--- src/rtl/controle_vendas.sv ---
// controle_vendas: main vending state machine (MEF principal), feeding the display driver.
// Purpose : latches a product code, collects coins against the product price,
//           returns credit on cancel, timeout or rejected coin, and drives the
//           dispense command for the delivery mechanism.
// Optional: define TROCO_EN to add the troco output (change due on delivery).
// Ports   : clk, rst_n (async, active-low)
//           codigo[3:0]      product-code switches (level)
//           confirmar        confirm button (rising edge used)
//           cancelar         cancel button (rising edge used)
//           inserir          coin strobe (rising edge used)
//           moeda[1:0]       coin type: 00 none, 01 0,25, 10 0,50, 11 1,00
//           estado[1:0]      00 espera, 01 produto, 10 comparador, 11 entrega
//           produto[3:0]     latched code, 1111 = invalid
//           valorMoedas[3:0] credit in quarters, 0..8
//           devolver         one-cycle credit-return / coin-reject pulse
//           troco[3:0]       change due (TROCO_EN only)
//           liberar          dispense command, high throughout entrega
module controle_vendas #(
   parameter int unsigned TEMPO_ERRO    = 100000000,
   parameter int unsigned TIMEOUT       = 500000000,
   parameter int unsigned TEMPO_ENTREGA = 150000000
) (
   input  logic       clk,
   input  logic       rst_n,
   input  logic [3:0] codigo,
   input  logic       confirmar,
   input  logic       cancelar,
   input  logic       inserir,
   input  logic [1:0] moeda,
   output logic [1:0] estado,
   output logic [3:0] produto,
   output logic [3:0] valorMoedas,
   output logic       devolver,
`ifdef TROCO_EN
   output logic [3:0] troco,
`endif
   output logic       liberar
);

   typedef enum logic [1:0] {
      ESPERA     = 2'b00,
      PRODUTO    = 2'b01,
      COMPARADOR = 2'b10,
      ENTREGA    = 2'b11
   } estado_t;

   localparam logic [31:0] ERRO_FIM  = 32'(TEMPO_ERRO - 1);
   localparam logic [31:0] TOUT_FIM  = 32'(TIMEOUT - 1);
   localparam logic [31:0] ENTR_FIM  = 32'(TEMPO_ENTREGA - 1);
   localparam logic [3:0]  COD_INVAL = 4'b1111;
   localparam logic [4:0]  CRED_MAX  = 5'd8;

   // Price in quarters; 0 marks a code that is not on sale.
   function automatic logic [3:0] preco_f(input logic [3:0] c);
      case (c)
         4'b0000: preco_f = 4'd4;
         4'b0100: preco_f = 4'd6;
         4'b0101: preco_f = 4'd3;
         4'b1000: preco_f = 4'd2;
         4'b1001: preco_f = 4'd5;
         4'b1010: preco_f = 4'd7;
         4'b1011: preco_f = 4'd2;
         4'b1100: preco_f = 4'd8;
         4'b1101: preco_f = 4'd8;
         default: preco_f = 4'd0;
      endcase
   endfunction

   function automatic logic valido_f(input logic [3:0] c);
      valido_f = (preco_f(c) != 4'd0);
   endfunction

   estado_t     estado_q, estado_d;
   logic [3:0]  produto_q, produto_d;
   logic [3:0]  valor_q, valor_d;
   logic [31:0] timer_q, timer_d;
   logic        erro_q, erro_d;
   logic        devolver_q, devolver_d;
   logic        conf_prev_q, canc_prev_q, ins_prev_q;
`ifdef TROCO_EN
   logic [3:0]  troco_q, troco_d;
   logic [3:0]  troco_w;
`endif

   logic       ev_conf, ev_canc, ev_ins;
   logic       coin_ev, cabe, pago, prod_ok, codigo_ok;
   logic       err_fim, tout, entr_fim;
   logic [3:0] preco;
   logic [4:0] add, soma;

   assign ev_conf = confirmar & ~conf_prev_q;
   assign ev_canc = cancelar  & ~canc_prev_q;
   assign ev_ins  = inserir   & ~ins_prev_q;

   always_comb begin
      add = 5'd0;
      case (moeda)
         2'b01:   add = 5'd1;
         2'b10:   add = 5'd2;
         2'b11:   add = 5'd4;
         default: add = 5'd0;
      endcase
   end

   // Five bits so a sum above 8 is visible before it is committed.
   assign soma      = {1'b0, valor_q} + add;
   assign cabe      = (soma <= CRED_MAX);
   assign coin_ev   = ev_ins & (moeda != 2'b00);
   assign preco     = preco_f(produto_q);
   assign prod_ok   = valido_f(produto_q);
   assign codigo_ok = valido_f(codigo);
   // Uses the registered credit, so payment is seen the cycle after a coin.
   assign pago      = (valor_q >= preco);
   assign err_fim   = (timer_q == ERRO_FIM);
   assign tout      = (timer_q == TOUT_FIM);
   assign entr_fim  = (timer_q == ENTR_FIM);
`ifdef TROCO_EN
   assign troco_w   = valor_q - preco;
`endif

   // State register and datapath registers
   always_ff @(posedge clk or negedge rst_n) begin
      if (!rst_n) begin
         estado_q    <= ESPERA;
         produto_q   <= '0;
         valor_q     <= '0;
         timer_q     <= '0;
         erro_q      <= 1'b0;
         devolver_q  <= 1'b0;
         conf_prev_q <= 1'b0;
         canc_prev_q <= 1'b0;
         ins_prev_q  <= 1'b0;
`ifdef TROCO_EN
         troco_q     <= '0;
`endif
      end else begin
         estado_q    <= estado_d;
         produto_q   <= produto_d;
         valor_q     <= valor_d;
         timer_q     <= timer_d;
         erro_q      <= erro_d;
         devolver_q  <= devolver_d;
         conf_prev_q <= confirmar;
         canc_prev_q <= cancelar;
         ins_prev_q  <= inserir;
`ifdef TROCO_EN
         troco_q     <= troco_d;
`endif
      end
   end

   // Next-state logic
   always_comb begin
      estado_d = estado_q;
      unique case (estado_q)
         ESPERA: begin
            if (ev_conf) estado_d = PRODUTO;
         end
         PRODUTO: begin
            if (!prod_ok) begin
               if (err_fim) estado_d = ESPERA;
            end else if (ev_canc) begin
               estado_d = ESPERA;
            end else if (ev_conf) begin
               estado_d = COMPARADOR;
            end
         end
         COMPARADOR: begin
            if (erro_q) begin
               if (err_fim) estado_d = ESPERA;
            end else if (pago) begin
               estado_d = ENTREGA;
            end else if (ev_canc) begin
               estado_d = ESPERA;
            end else if (!coin_ev && tout) begin
               estado_d = ESPERA;
            end
         end
         ENTREGA: begin
            if (entr_fim) estado_d = ESPERA;
         end
      endcase
   end

   // Datapath / output-register logic
   always_comb begin
      produto_d  = produto_q;
      valor_d    = valor_q;
      timer_d    = timer_q;
      erro_d     = erro_q;
      devolver_d = 1'b0;
`ifdef TROCO_EN
      troco_d    = troco_q;
`endif
      unique case (estado_q)
         ESPERA: begin
            timer_d = '0;
            if (ev_conf) produto_d = codigo_ok ? codigo : COD_INVAL;
         end
         PRODUTO: begin
            if (!prod_ok) timer_d = timer_q + 32'd1;
            if (estado_d == COMPARADOR) timer_d = '0;
         end
         COMPARADOR: begin
            if (erro_q) begin
               timer_d = timer_q + 32'd1;
            end else if (pago) begin
               timer_d = '0;
`ifdef TROCO_EN
               troco_d    = troco_w;
               devolver_d = (troco_w != 4'd0);
`endif
            end else if (ev_canc || (!coin_ev && tout)) begin
               devolver_d = (valor_q != 4'd0);
            end else if (coin_ev) begin
               timer_d = '0;
               if (cabe) begin
                  valor_d = soma[3:0];
               end else begin
                  devolver_d = 1'b1;
                  erro_d     = 1'b1;
               end
            end else begin
               timer_d = timer_q + 32'd1;
            end
         end
         ENTREGA: begin
            timer_d = timer_q + 32'd1;
         end
      endcase
      // Every return to espera drops credit, code, timer and error hold.
      if (estado_d == ESPERA) begin
         produto_d = '0;
         valor_d   = '0;
         timer_d   = '0;
         erro_d    = 1'b0;
`ifdef TROCO_EN
         troco_d   = '0;
`endif
      end
   end

   assign estado      = estado_q;
   assign produto     = produto_q;
   assign valorMoedas = valor_q;
   assign devolver    = devolver_q;
   assign liberar     = (estado_q == ENTREGA);
`ifdef TROCO_EN
   assign troco       = troco_q;
`endif

endmodule
--- config.mk ---
export PLATFORM = sky130hd
export DESIGN_NAME = controle_vendas
export DESIGN_NICKNAME = d
export VERILOG_FILES = /design/src/rtl/controle_vendas.sv
export SDC_FILE = /design/constraint.sdc
export NUM_CORES = 1
export LEC_CHECK = 0
export BUFFER_PORTS_ARGS = -buffer_cell sky130_fd_sc_hd__buf_4
export CORE_AREA = 4 4 79 154
export CTS_CLUSTER_SIZE = 25
export DETAILED_ROUTE_END_ITERATION = 6
export DIE_AREA = 0 0 83 158
export HOLD_SLACK_MARGIN = 0.05
export PLACE_DENSITY = 0.42
export SYNTH_ARGS = -nofsm -noshare
export SYNTH_HDL_FRONTEND = slang
export SYNTH_SLANG_ARGS = --single-unit
--- constraint.sdc ---
create_clock -name clk -period 4.25 [get_ports clk]
set_input_delay 0.2125 -clock clk [delete_from_list [all_inputs] [get_ports clk]]
set_output_delay 0.2125 -clock clk [all_outputs]
set_load 0.03 [all_outputs]
Word level (Yosys, flattened, before mapping)
Memories as Yosys holds them, arrays and structs flattened.
Index checks and enable logic that the tools add are counted.
Storage, ports and cells
  output and inout port bits: 12
  flip-flop bits (word level): 47
  bits in read-only memories: 192
  memories: 3
  word-level logic and storage cells: 97
  input bits: 11
Memories
  (name not given): depth 16, width 4, rd ports 1, clocked after Yosys merged registers in 0, wr ports 0, line 55  | case (c)
  (name not given): depth 16, width 4, rd ports 1, clocked after Yosys merged registers in 0, wr ports 0, line 55
  (name not given): depth 16, width 4, rd ports 1, clocked after Yosys merged registers in 0, wr ports 0, line 55
Operators by class
  $lt $le $gt $ge: 2
  muxes and demuxes: 42
  eq/ne operators: 15
  reductions and logical operators: 17
  $add $sub $neg: 2
  bitwise gates (word level): 7
Operators by type and width (number)
  32-bit 2-to-1 mux: 7
  32-bit case mux with 4 select lines: 1
  4-bit 2-to-1 mux: 11
  32-bit by 1-bit adder with 32-bit output, second input constant: 1
  32-bit by 27-bit equality test with 1-bit output, second input constant: 1
  32-bit by 28-bit equality test with 1-bit output, second input constant: 1
  32-bit by 29-bit equality test with 1-bit output, second input constant: 1
  2-bit 2-to-1 mux: 10
  2-bit nonzero test: 6
  4-bit nonzero test: 3
  1-bit 2-to-1 mux: 11
  2-bit equality test, second input constant: 5
  3-bit case mux with 3 select lines: 1
  2-bit case mux with 4 select lines: 1
  2-bit by 1-bit != test with 1-bit output, second input constant: 3
  6-bit AND reduction: 1
  4-bit by 5-bit adder with 5-bit output: 1
  5-bit by 4-bit less-or-equal comparator with 1-bit output, second input constant: 1
  5-bit != test, second input constant: 1
  1-bit bitwise AND: 4
  2-bit by 1-bit equality test with 1-bit output, second input constant: 2
  4-bit greater-or-equal comparator: 1
  2-bit zero test: 2
  4-bit != test, second input constant: 1
  other kinds (5): 8

Logic depth before layout (Yosys ltp)
Gate-level depths: netlist of the first run.
  word-level depth: 14
  gate-level depth with buffers: 14
  depth with buffers taken out: 12

Worst setup path before layout of the first run
OpenSTA, ideal clock, no wires.
  path type: reg-to-reg
  start point: reg produto_q[1], in the netlist produto[1]
  end point: reg produto_q[3], in the netlist produto[3]
  library setup time: 155 ps
  clock period less this slack: 3332 ps
  data arrival time: 3177 ps
  required time: 4095 ps
  path slack: 918 ps
  cell stages (with the launch flop): 13
  path buffers: 2
  cell sequence: dfrtp_1 > inv_1 > ha_1 > a22o_1 > ha_1 > nor3b_1 > o21ai_1 > or4_1 > a211oi_2 > buf_4 > and2_1 > buf_2 > a211oi_1
Between the ends
  longest elaborated chain between the ends: 8
  elaborated cells between the ends (all ways): 13
  those cells by class: order compare (1); mux (5); reduce/logical (5); memory (2)
RTL lines
  start: declaration: line 74  | logic [3:0] produto_q, produto_d;
  start signal: assignment: line 138  | produto_q <= produto_d;
  memory read 16 x 4 bit
  4-bit greater-or-equal comparator: line 113  | assign pago = (valor_q >= preco);
  2-bit 2-to-1 mux: line 171  | end else if (pago) begin
  2-bit 2-to-1 mux: line 169  | if (erro_q) begin
  2-bit case mux with 4 select lines *: line 155  | unique case (estado_q)
  2-bit zero test *: line 232  | if (estado_d == ESPERA) begin
  2-bit nonzero test (no source line)
  2-bit AND reduction (no source line)
Every way passes the cells marked *; elsewhere a longest branch is shown, timed or not.
A chain may end at the register's enable or synchronous reset.

Final worst setup path of the first run
  start point: reg produto_q[1], in the netlist produto[1]
  end point: reg timer_q[15]
Between the ends
  longest elaborated chain between the ends: 9
  elaborated cells between the ends (all ways): 18
  those cells by class: order compare (1); eq/ne (3); mux (9); reduce/logical (3); memory (2)
RTL lines
  memory read 16 x 4 bit
  4-bit greater-or-equal comparator: line 113
  2-bit 2-to-1 mux: line 171
  2-bit 2-to-1 mux: line 169
  2-bit case mux with 4 select lines: line 155
  2-bit equality test: line 202  | if (estado_d == COMPARADOR) timer_d = '0;
  32-bit 2-to-1 mux: line 202
  32-bit case mux with 4 select lines: line 195  | unique case (estado_q)
  32-bit 2-to-1 mux: line 232
  end signal: assignment: line 140  | timer_q <= timer_d;
  end: declaration: line 76  | logic [31:0] timer_q, timer_d;
Parallel ways exist; a longest one is shown, timed or not.

==> results of run 1 <==
## area by class of cell
| type | instances | area share |
|---|---|---|
| inverter | 9 | 0.00906 |
| tap | 140 | 0.0470 |
| multi-input combinational | 304 | 0.516 |
| timing repair buffer | 35 | 0.0732 |
| clock buffer | 5 | 0.0336 |
| sequential | 47 | 0.315 |
| clock inverter | 3 | 0.00537 |
## logic make-up after synthesis
logic type | synth area share
fa+ha+maj | 0.0605
buf+inv | 0.0388
simple gates | 0.313
mux | 0.00621
compound gates | 0.184
xor+xnor | 0.0326
flops | 0.365
## worst register-to-register path, stage by stage (launching register included)
cell,delay (ps)
dfrtp_1,420
inv_1,160
ha_1,300
a22o_1,230
ha_1,270
nor3b_1,180
o21ai_1,200
or4_1,600
a211oi_2,280
buf_4,190
a21boi_2,100
buf_4,190
a221o_1,300
## state kept, by name, indices dropped and copies added (netlist names)
register and cells:
erro_q 1, devolver 1, estado 2, canc_prev_q 1, valorMoedas 4, produto 4, ins_prev_q 1, conf_prev_q 1
timer_q 32
## power by group through the flow
stage,logic [W],clock network (W),registers [W]
4_1_cts,0.00106,0.000416,0.000554
3_3_place_gp,0.00106,0,0.000561
3_5_place_dp,0.00106,0,0.000563
5_1_grt,0.00116,0.000432,0.000565
2_1_floorplan,0.000660,0,0.000610
6_report,0.00104,0.000398,0.000553
## what timing repair did
| item | CTS | global route |
|---|---|---|
| setup buffers | 0 | 0 |
| hold buffers | 4 | 0 |
| hold endpoints to repair | 50 | 0 |
## how the worst max path moves through the flow
stage	end	slack (ps)	cells past startpoint
2_1_floorplan	produto[3]$_DFFE_PN0P_	920	12
3_3_place_gp	timer_q[28]$_DFFE_PN0P_	830	12
3_5_place_dp	timer_q[21]$_DFFE_PN0P_	750	12
4_1_cts	timer_q[15]$_DFFE_PN0P_	710	12
5_1_grt	timer_q[15]$_DFFE_PN0P_	470	12
6_report	timer_q[15]$_DFFE_PN0P_	730	12
## layer usage
metal | share of wire | vias to the layer above
li1 | - | 1430
met1 | 0.38 | 1373
met2 | 0.57 | 47
met3 | 0.024 | 12
met4 | 0.025 | 0
met5 | 0 | -
## per-stage QoR
stage | area, um2 | setup WS (ps) | util
after floorplan | 3220 | 918 | -
after detailed placement | 3540 | 745 | 0.324
final | 3730 | 726 | 0.341
after global placement | 3540 | 834 | 0.324
after global routing | 3730 | 475 | 0.341
after CTS | 3730 | 711 | 0.341
## placed cells by master (no fill, tap or decap), types with 9 or more instances in the layout
master and instances:
a221o_1 14, o21ai_0 18, ha_1 14, nor2_1 37, a21oi_1 15, nand2b_1 11
nor2b_1 10, dfrtp_1 47, buf_4 31, nor3_1 9, nand3_1 32, inv_1 9
nand2_1 41
==> results_dict.tcl, run 1 <==
set metrics [dict create \
    run_status "finished, final reports clean" \
    finish.cell_count_without_fillers 543 \
    critical_path.reg2reg.endpoint "timer_q[15]$_DFFE_PN0P_" \
    netlist_instances 380 \
    reg2regPathDepth 12 \
    timing.critical_path.max_delay_family "compound AO/OA/AOI/OAI gates" \
    clock-sinks 47 \
    yosys.cell_count.top_type "dfrtp_1" \
    cts_buffers 5 \
    cts_buffer_depth 2 \
    busiest_layer "met2" \
    detail_route.vias_per_cell 5.27 \
    p_comb_frac 0.522 \
    totalWireLength_um 8860 \
    synth_async_sr_flop_share 1.00 \
    critPathRequiredTime_ps 4430 \
    drt-pass1-iter-count 4 \
    final_net_count 428 \
    detail-route-antenna-nets 0 \
    critPathSlowestCell "or4_1" \
    power.leakage_nw 1.56 \
    gr-usage-met3 0.0177 \
    worst_hold_check_path_type "primary input to flop" \
    netlist-cell-type-count 56 \
    top_level_ports 23 \
    clock_power_share 0.200 \
    clock-skew-final_ps 4.34 \
    die_h_um 158 \
    critPathMaxFanout 9 \
    floorplan.die_area_um2 13100 \
    reg_clk_slew_reported_paths_ps 70 \
    insertedDiodeCount 0 \
    start_util 0.295 \
    seq_area_um2 1180 \
    switching_power_w 0.000926 \
    drv_cap 0 \
    syn_area_um2 3220 \
    fraction_of_the_yosys_area_taken_by_sequential_cells 0.365 \
    maximum_number_of_pins_on_one_net_before_global_route_repair 48 \
    cellInternalPower_w 0.00106 \
    clock_latency_ps 290 \
    report.final.hold_viol_count 0 \
    grt_met1_usage 0.149 \
    final.period_utilization 0.829 \
    setup.worst_path.start "produto[1]$_DFFE_PN0P_" \
    numPortBuffers 22 \
    share_of_post_route_cells_with_drive_strength_above_1 0.117 \
    ranking_of_synthesized_cells_by_area "dfrtp_1 (36%), ha_1 (5.4%), nand3_1 (5.0%)" \
    drtIter0Drc 127 \
    hold_slack_ps 168 \
    post_cts_resized 0 \
    setup_viol_count_final 0 \
    global_route.usage.met2 0.282 \
    dp.cells 531 \
    wl_per_cell_um 16.3 \
    netlist.top_cell.by_area "dfrtp_1" \
    tritoncts "done" \
    cts_htree_levels 2 \
    globalRouteOverflowTotal 0 \
    switching_share 0.465 \
    rsz0062_at_grt "false" \
    yosys.area.top_type_share 0.365 \
    setup_crit_start_kind "flop" \
    critical_path.reg2reg.startpoint "produto[1]$_DFFE_PN0P_" \
    first_pass_grt_wire_length_um 15000 \
    holdPathStages 3 \
    finalSetupTns_ps 0 \
    end_kind "flop" \
    antenna_found_initial 0 \
    power_density_nw_per_um2 534 \
    grt_usage 0.142 \
    slew_headroom 0.559 \
    synth_enable_flop_cells 0 \
    via_count 2862 \
    timing.critical_path.slowest_cell_delay_ps 600 \
    drt_drc_violations_left 0 \
    number_of_filler_instances_in_the_final_layout 1184 \
    ir_drop_mv 0.216 \
    pwr-share-seq 0.278 \
    total_power_w 0.00199 \
    max_freq_mhz 284 \
    synth-main-ff-cell "dfrtp_1" \
    setup.reg_to_reg.worst_slack_ps 730 \
    place.detailed.hpwl_um 6740 \
    rows 54 \
    synthToLayoutAreaGrowth_pct 15.6 \
    grt_pass1_vias 2906 \
    globalplace.congestion 0.865 \
    worstHoldStart "codigo[1]" \
    avgSynthCellArea_um2 8.49 \
    synthesis.yosys.warnings 0 \
    synth.cells.most_frequent "dfrtp_1 (47), nand2_1 (41), nor2_1 (37), nand3_1 (32), o21ai_0 (18)" \
    timing.critical_path.cells "inv_1, ha_1, a22o_1, ha_1, nor3b_1, o21ai_1, or4_1, a211oi_2, buf_4, a21boi_2, buf_4, a221o_1" \
    core-area_um2 10900 \
    whs_endpoint "produto[1]$_DFFE_PN0P_" \
    multiInputGateArea_um2 1930 \
    synth-seq-cells 47 \
    path_class "flop to flop" \
    crit_arrival_ps 3700 \
    timing.final.crit_period_ps 3520 \
    worstMarginPinSlew_ps 659 \
    die-width_um 83 \
    cp.buffers_inverters 3 \
    final-max-slew-violation-count 0 \
    ctsRootBufferMaster "clkbuf_16" \
    postSynthNetCount 406 \
]
Power figures use the tool's default switching activity.
==> run 2: changes to the inputs <==
==> constraint.sdc (replaced) <==
create_clock -name clk -period 3.4 [get_ports clk]
set_input_delay 0.17 -clock clk [delete_from_list [all_inputs] [get_ports clk]]
set_output_delay 0.17 -clock clk [all_outputs]
set_load 0.03 [all_outputs]
==> run 2 against run 1 <==
  * Global-route usage up 0.34 points
  * Critical path depth unchanged
  * Fmax up 10%
  * Power up 36%
  * Count of clock-buffer cells in the layout unchanged
  * Critical endpoint is now timer_q[27]$_DFFE_PN0P_
  * First-iteration DRC count down 0.79%
==> results_dict.tcl, run 2 (same netlist as run 1, synthesis figures left out) <==
set metrics [dict create \
    run_status "finished, final reports clean" \
    design_area_um2 3830 \
    worstMarginPinSlew_ps 646 \
    cts_buffer_depth 2 \
    rows 54 \
    max_freq_mhz 313 \
    numPortBuffers 22 \
    start_util 0.295 \
    via_count 2912 \
    dp.cells 539 \
    share_of_post_route_cells_with_drive_strength_above_1 0.138 \
    top_level_ports 23 \
    grt_usage 0.146 \
    dpl_cell_area_um2 3600 \
    slew_headroom 0.569 \
    die_h_um 158 \
    total_power_w 0.00271 \
    final_common_cell "dfrtp_1" \
    globalplace.congestion 0.811 \
    first_pass_grt_wire_length_um 15300 \
    drtIter0Drc 126 \
    antenna_found_initial 0 \
    final-max-slew-violation-count 0 \
    crit_arrival_ps 3370 \
    clock-skew-final_ps 2.37 \
    clock-sinks 47 \
    totalWireLength_um 9400 \
    number_of_filler_instances_in_the_final_layout 1169 \
    detail-route-antenna-nets 0 \
    final_core_utilization 0.350 \
    final.period_utilization 0.939 \
    timing.critical_path.cells "inv_1, ha_1, a22o_1, ha_1, nor3b_1, o21ai_1, a221o_1, a21o_1, a211oi_4, buf_4, a21oi_1, a211o_1" \
    detail_route.vias_per_cell 5.28 \
    postCtsSetupBuffers 0 \
    drv_cap 0 \
    seq_area_um2 1180 \
    largest_register "timer_q" \
    cp.buffers_inverters 2 \
    cts_buffers 5 \
    ir_drop_mv 0.436 \
    drt-pass1-iter-count 4 \
    layout_common_cells "dfrtp_1 (47), nand2_1 (41), buf_4 (38), nor2_1 (37), nand3_1 (32)" \
    setup_viol_count_final 0 \
    grt_pass1_vias 2900 \
    critPathRequiredTime_ps 3580 \
    clock_latency_ps 290 \
    floorplan.die_area_um2 13100 \
    cts_htree_levels 2 \
    critPathMaxFanout 5 \
    die-width_um 83 \
    timing.critical_path.max_delay_family "compound AO/OA/AOI/OAI gates" \
    finish.cell_count_without_fillers 552 \
    end_kind "flop" \
    power_density_nw_per_um2 708 \
    timing.critical_path.slowest_cell_delay_ps 420 \
    setup_crit_start_kind "flop" \
    maximum_number_of_pins_on_one_net_before_global_route_repair 48 \
    tritoncts "done" \
    synthToLayoutAreaGrowth_pct 18.7 \
    multiInputGateArea_um2 1960 \
    core-area_um2 10900 \
    ctsRootBufferMaster "clkbuf_16" \
    timing.final.crit_period_ps 3190 \
    report.final.hold_viol_count 0 \
    drt_drc_violations_left 0 \
    largest_register_ff_count 32 \
    timing.critical_path.mode_cell "ha_1" \
    final_net_count 437 \
    path_class "flop to flop" \
    globalRouteOverflowTotal 0 \
    reg_clk_slew_reported_paths_ps 70 \
    critPathSlowestCell "dfrtp_1" \
    power.leakage_nw 1.61 \
    place.detailed.hpwl_um 6950 \
    insertedDiodeCount 0 \
    worst_hold_check_path_type "primary input to flop" \
    wl_per_cell_um 17.0 \
    finalSetupTns_ps 0 \
]
-- run 2: power by group --
group | switching (W) | internal, W
Sequential | 0.0000685 | 0.000613
Combinational | 0.000957 | 0.000567
Clock | 0.000232 | 0.000272
Total | 0.00126 | 0.00145
-- run 2: worst register-to-register path: cells and delay by family, from the launching register on --
kind	cells	cell delay (ps)
DFF	1	420
AOI/OAI and AO/OA	7	1610
and+or+nand+nor	1	180
adders and majority gates	2	600
buffers and inverters	2	270
-- run 2: final timing paths --
path | cells past startpoint | endpoint | slack (ps) | from
max | 12 | timer_q[27]$_DFFE_PN0P_ | 210 | produto[0]$_DFFE_PN0P_
min | 3 | produto[1]$_DFFE_PN0P_ | 120 | codigo[1]
max reg2reg | 12 | timer_q[27]$_DFFE_PN0P_ | 210 | produto[0]$_DFFE_PN0P_
min reg2reg | 2 | timer_q[31]$_DFFE_PN0P_ | 560 | timer_q[31]$_DFFE_PN0P_
max in group asynchronous | 2 | valorMoedas[1]$_DFFE_PN0P_ | 2520 | rst_n
min in group asynchronous | 2 | timer_q[1]$_DFFE_PN0P_ | 440 | rst_n
-- run 2: per-stage QoR --
stage                     hold slack, ps  worst slack (ps)
final                                123               209
after detailed placement             254              59.4
after global routing                 144             -8.55
after global placement               245              87.8
after CTS                            122              31.1
after floorplan                     -126              68.4
-- run 2: area by class of cell --
type                       count  share of cell area
inverter                       9             0.00883
clock buffer                   5              0.0327
clock inverter                 3             0.00523
tap                          140              0.0458
sequential                    47               0.307
multi-input combinational    305               0.512
timing repair buffer          43              0.0879
-- run 2: repair_timing --
action,4_1_cts,5_1_grt
resized for setup,0,6
hold endpoints to repair,50,0
hold buffers,4,0
setup endpoints to repair,0,34
-- run 2: routing by layer --
metal	routed length, um	global-route usage
met1	3540	0.150
met2	5350	0.288
met3	220	0.0193
met4	289	0.0647
met5	0	0
==> run 3: changes to the inputs <==
--- a/config.mk
+++ b/config.mk
@@ -12,6 +12,7 @@
 export DIE_AREA = 0 0 83 158
 export HOLD_SLACK_MARGIN = 0.05
 export PLACE_DENSITY = 0.42
+export RECOVER_POWER = 50
 export SYNTH_ARGS = -nofsm -noshare
 export SYNTH_HDL_FRONTEND = slang
 export SYNTH_SLANG_ARGS = --single-unit
==> run 3 against run 2 <==
  * Combinational power about the same
  * Non-clock buffer count is the same
  * Fmax stayed put
  * Critical path type unchanged
  * Sequential share of layout area grew 0.081 points
==> results_dict.tcl, run 3 (same netlist as run 1, synthesis figures left out) <==
set metrics [dict create \
    worstMarginPinSlew_ps 1260 \
    globalplace.congestion 0.811 \
    drt_drc_violations_left 0 \
    share_of_post_route_cells_with_drive_strength_above_1 0.133 \
    end_kind "flop" \
    detail-route-antenna-nets 0 \
    clock_power_share 0.186 \
    pwr-share-seq 0.252 \
    slew_headroom 0.161 \
    first_pass_grt_wire_length_um 15300 \
    cellInternalPower_w 0.00145 \
    setup.worst_path.start "produto[0]$_DFFE_PN0P_" \
    antenna_found_initial 0 \
    run_status "finished, final reports clean" \
    largest_register_ff_count 32 \
    path_class "flop to flop" \
    switching_share 0.464 \
    place.detailed.hpwl_um 6950 \
    timing.final.crit_period_ps 3190 \
    globalRouteOverflowTotal 0 \
    setup_crit_start_kind "flop" \
    largest_register "timer_q" \
    top_level_ports 23 \
    final.period_utilization 0.939 \
    setup.reg_to_reg.worst_slack_ps 210 \
    cts_htree_levels 2 \
    tritoncts "done" \
    detail_route.vias_per_cell 5.27 \
    final-max-slew-violation-count 0 \
    rows 54 \
    ctsRootBufferMaster "clkbuf_16" \
    report.final.hold_viol_count 0 \
    die_h_um 158 \
    drv_cap 0 \
    cts_buffers 5 \
    reg_clk_slew_reported_paths_ps 70 \
    grt_pass1_vias 2900 \
    totalWireLength_um 9390 \
    grt_usage 0.146 \
    critical_path.reg2reg.startpoint "produto[0]$_DFFE_PN0P_" \
    cts_buffer_depth 2 \
    worstHoldStart "codigo[1]" \
    die-width_um 83 \
    drt-pass1-iter-count 4 \
    maximum_number_of_pins_on_one_net_before_global_route_repair 48 \
    floorplan.die_area_um2 13100 \
    critPathRequiredTime_ps 3580 \
    clock-skew-final_ps 2.25 \
    ir_drop_mv 0.436 \
    final_net_count 437 \
    power.leakage_nw 1.61 \
    start_util 0.295 \
    numPortBuffers 22 \
    power_density_nw_per_um2 710 \
    synthToLayoutAreaGrowth_pct 18.4 \
    total_power_w 0.00271 \
    core-area_um2 10900 \
    wl_per_cell_um 17.0 \
    insertedDiodeCount 0 \
    design_area_um2 3820 \
    switching_power_w 0.00126 \
    final_common_cell "dfrtp_1" \
    clock_latency_ps 290 \
    number_of_filler_instances_in_the_final_layout 1172 \
    max_freq_mhz 313 \
    crit_arrival_ps 3370 \
    layout_common_cells "dfrtp_1 (47), nand2_1 (41), nor2_1 (37), buf_4 (33), nand3_1 (32)" \
    setup_viol_count_final 0 \
    dpl_cell_area_um2 3600 \
    via_count 2910 \
    worst_hold_check_path_type "primary input to flop" \
    p_comb_frac 0.562 \
    clock-sinks 47 \
    critPathMaxFanout 5 \
    drtIter0Drc 126 \
]
[run 3: critical path: stages (launching register included)]
cell      delay [ps]
dfrtp_1          420
inv_1             60
ha_1             340
a22o_1           220
ha_1             260
nor3b_1          180
o21ai_1          160
a221o_1          380
a21o_1           190
a211oi_4         310
buf_4            210
a21oi_1           80
a211o_1          270
[run 3: power groups by stage]
| stage | Sequential [W] | Clock [W] | Combinational, W |
|---|---|---|---|
| 5_1_grt | 0.000691 | 0.000546 | 0.00167 |
| 3_3_place_gp | 0.000695 | 0 | 0.00142 |
| 2_1_floorplan | 0.000763 | 0 | 0.000825 |
| 3_5_place_dp | 0.000693 | 0 | 0.00142 |
| 6_report | 0.000682 | 0.000504 | 0.00152 |
| 4_1_cts | 0.000682 | 0.000523 | 0.00143 |
[run 3: through the flow]
| stage | std cells | hold WS [ps] | setup TNS [ps] | utilization | setup WS [ps] |
|---|---|---|---|---|---|
| final | 552 | 123 | 0 | 0.349 | 209 |
| after global routing | 552 | 144 | -10.5 | 0.349 | -8.55 |
| after CTS | 551 | 122 | 0 | 0.346 | 31.1 |
| after detailed placement | 539 | 254 | 0 | 0.329 | 59.4 |
| after global placement | 539 | 245 | 0 | 0.329 | 87.8 |
| after floorplan | 380 | -126 | 0 | - | 68.4 |
[run 3: final timing paths]
path / to / cells after the start
min: produto[1]$_DFFE_PN0P_ / 3
min in group asynchronous: timer_q[1]$_DFFE_PN0P_ / 2
min reg2reg: timer_q[31]$_DFFE_PN0P_ / 2
max reg2reg: timer_q[27]$_DFFE_PN0P_ / 12
max: timer_q[27]$_DFFE_PN0P_ / 12
max in group asynchronous: valorMoedas[1]$_DFFE_PN0P_ / 2
[run 3: timing repair]
action                     4_1_cts  5_1_grt
setup endpoints to repair        0       34
hold endpoints to repair        50        0
hold buffers                     4        0
setup buffers                    0        0
resized for setup                0        6
[run 3: layout make-up]
class | instances | area, um2 | area share
well taps | 140 | 175 | 0.0459
flip-flops and latches | 47 | 1180 | 0.308
clock inverters | 3 | 20.0 | 0.00524
multi-input cells | 305 | 1960 | 0.514
inverters | 9 | 33.8 | 0.00885
clock buffers | 5 | 125 | 0.0328
repair buffers | 43 | 327 | 0.0855
[run 3: routing by layer]
metal	wire (um)	track usage	vias up
met5	0	0	-
met3	217	0.0193	16
met2	5350	0.288	47
met1	3540	0.150	1403
met4	289	0.0647	0
li1	-	-	1444
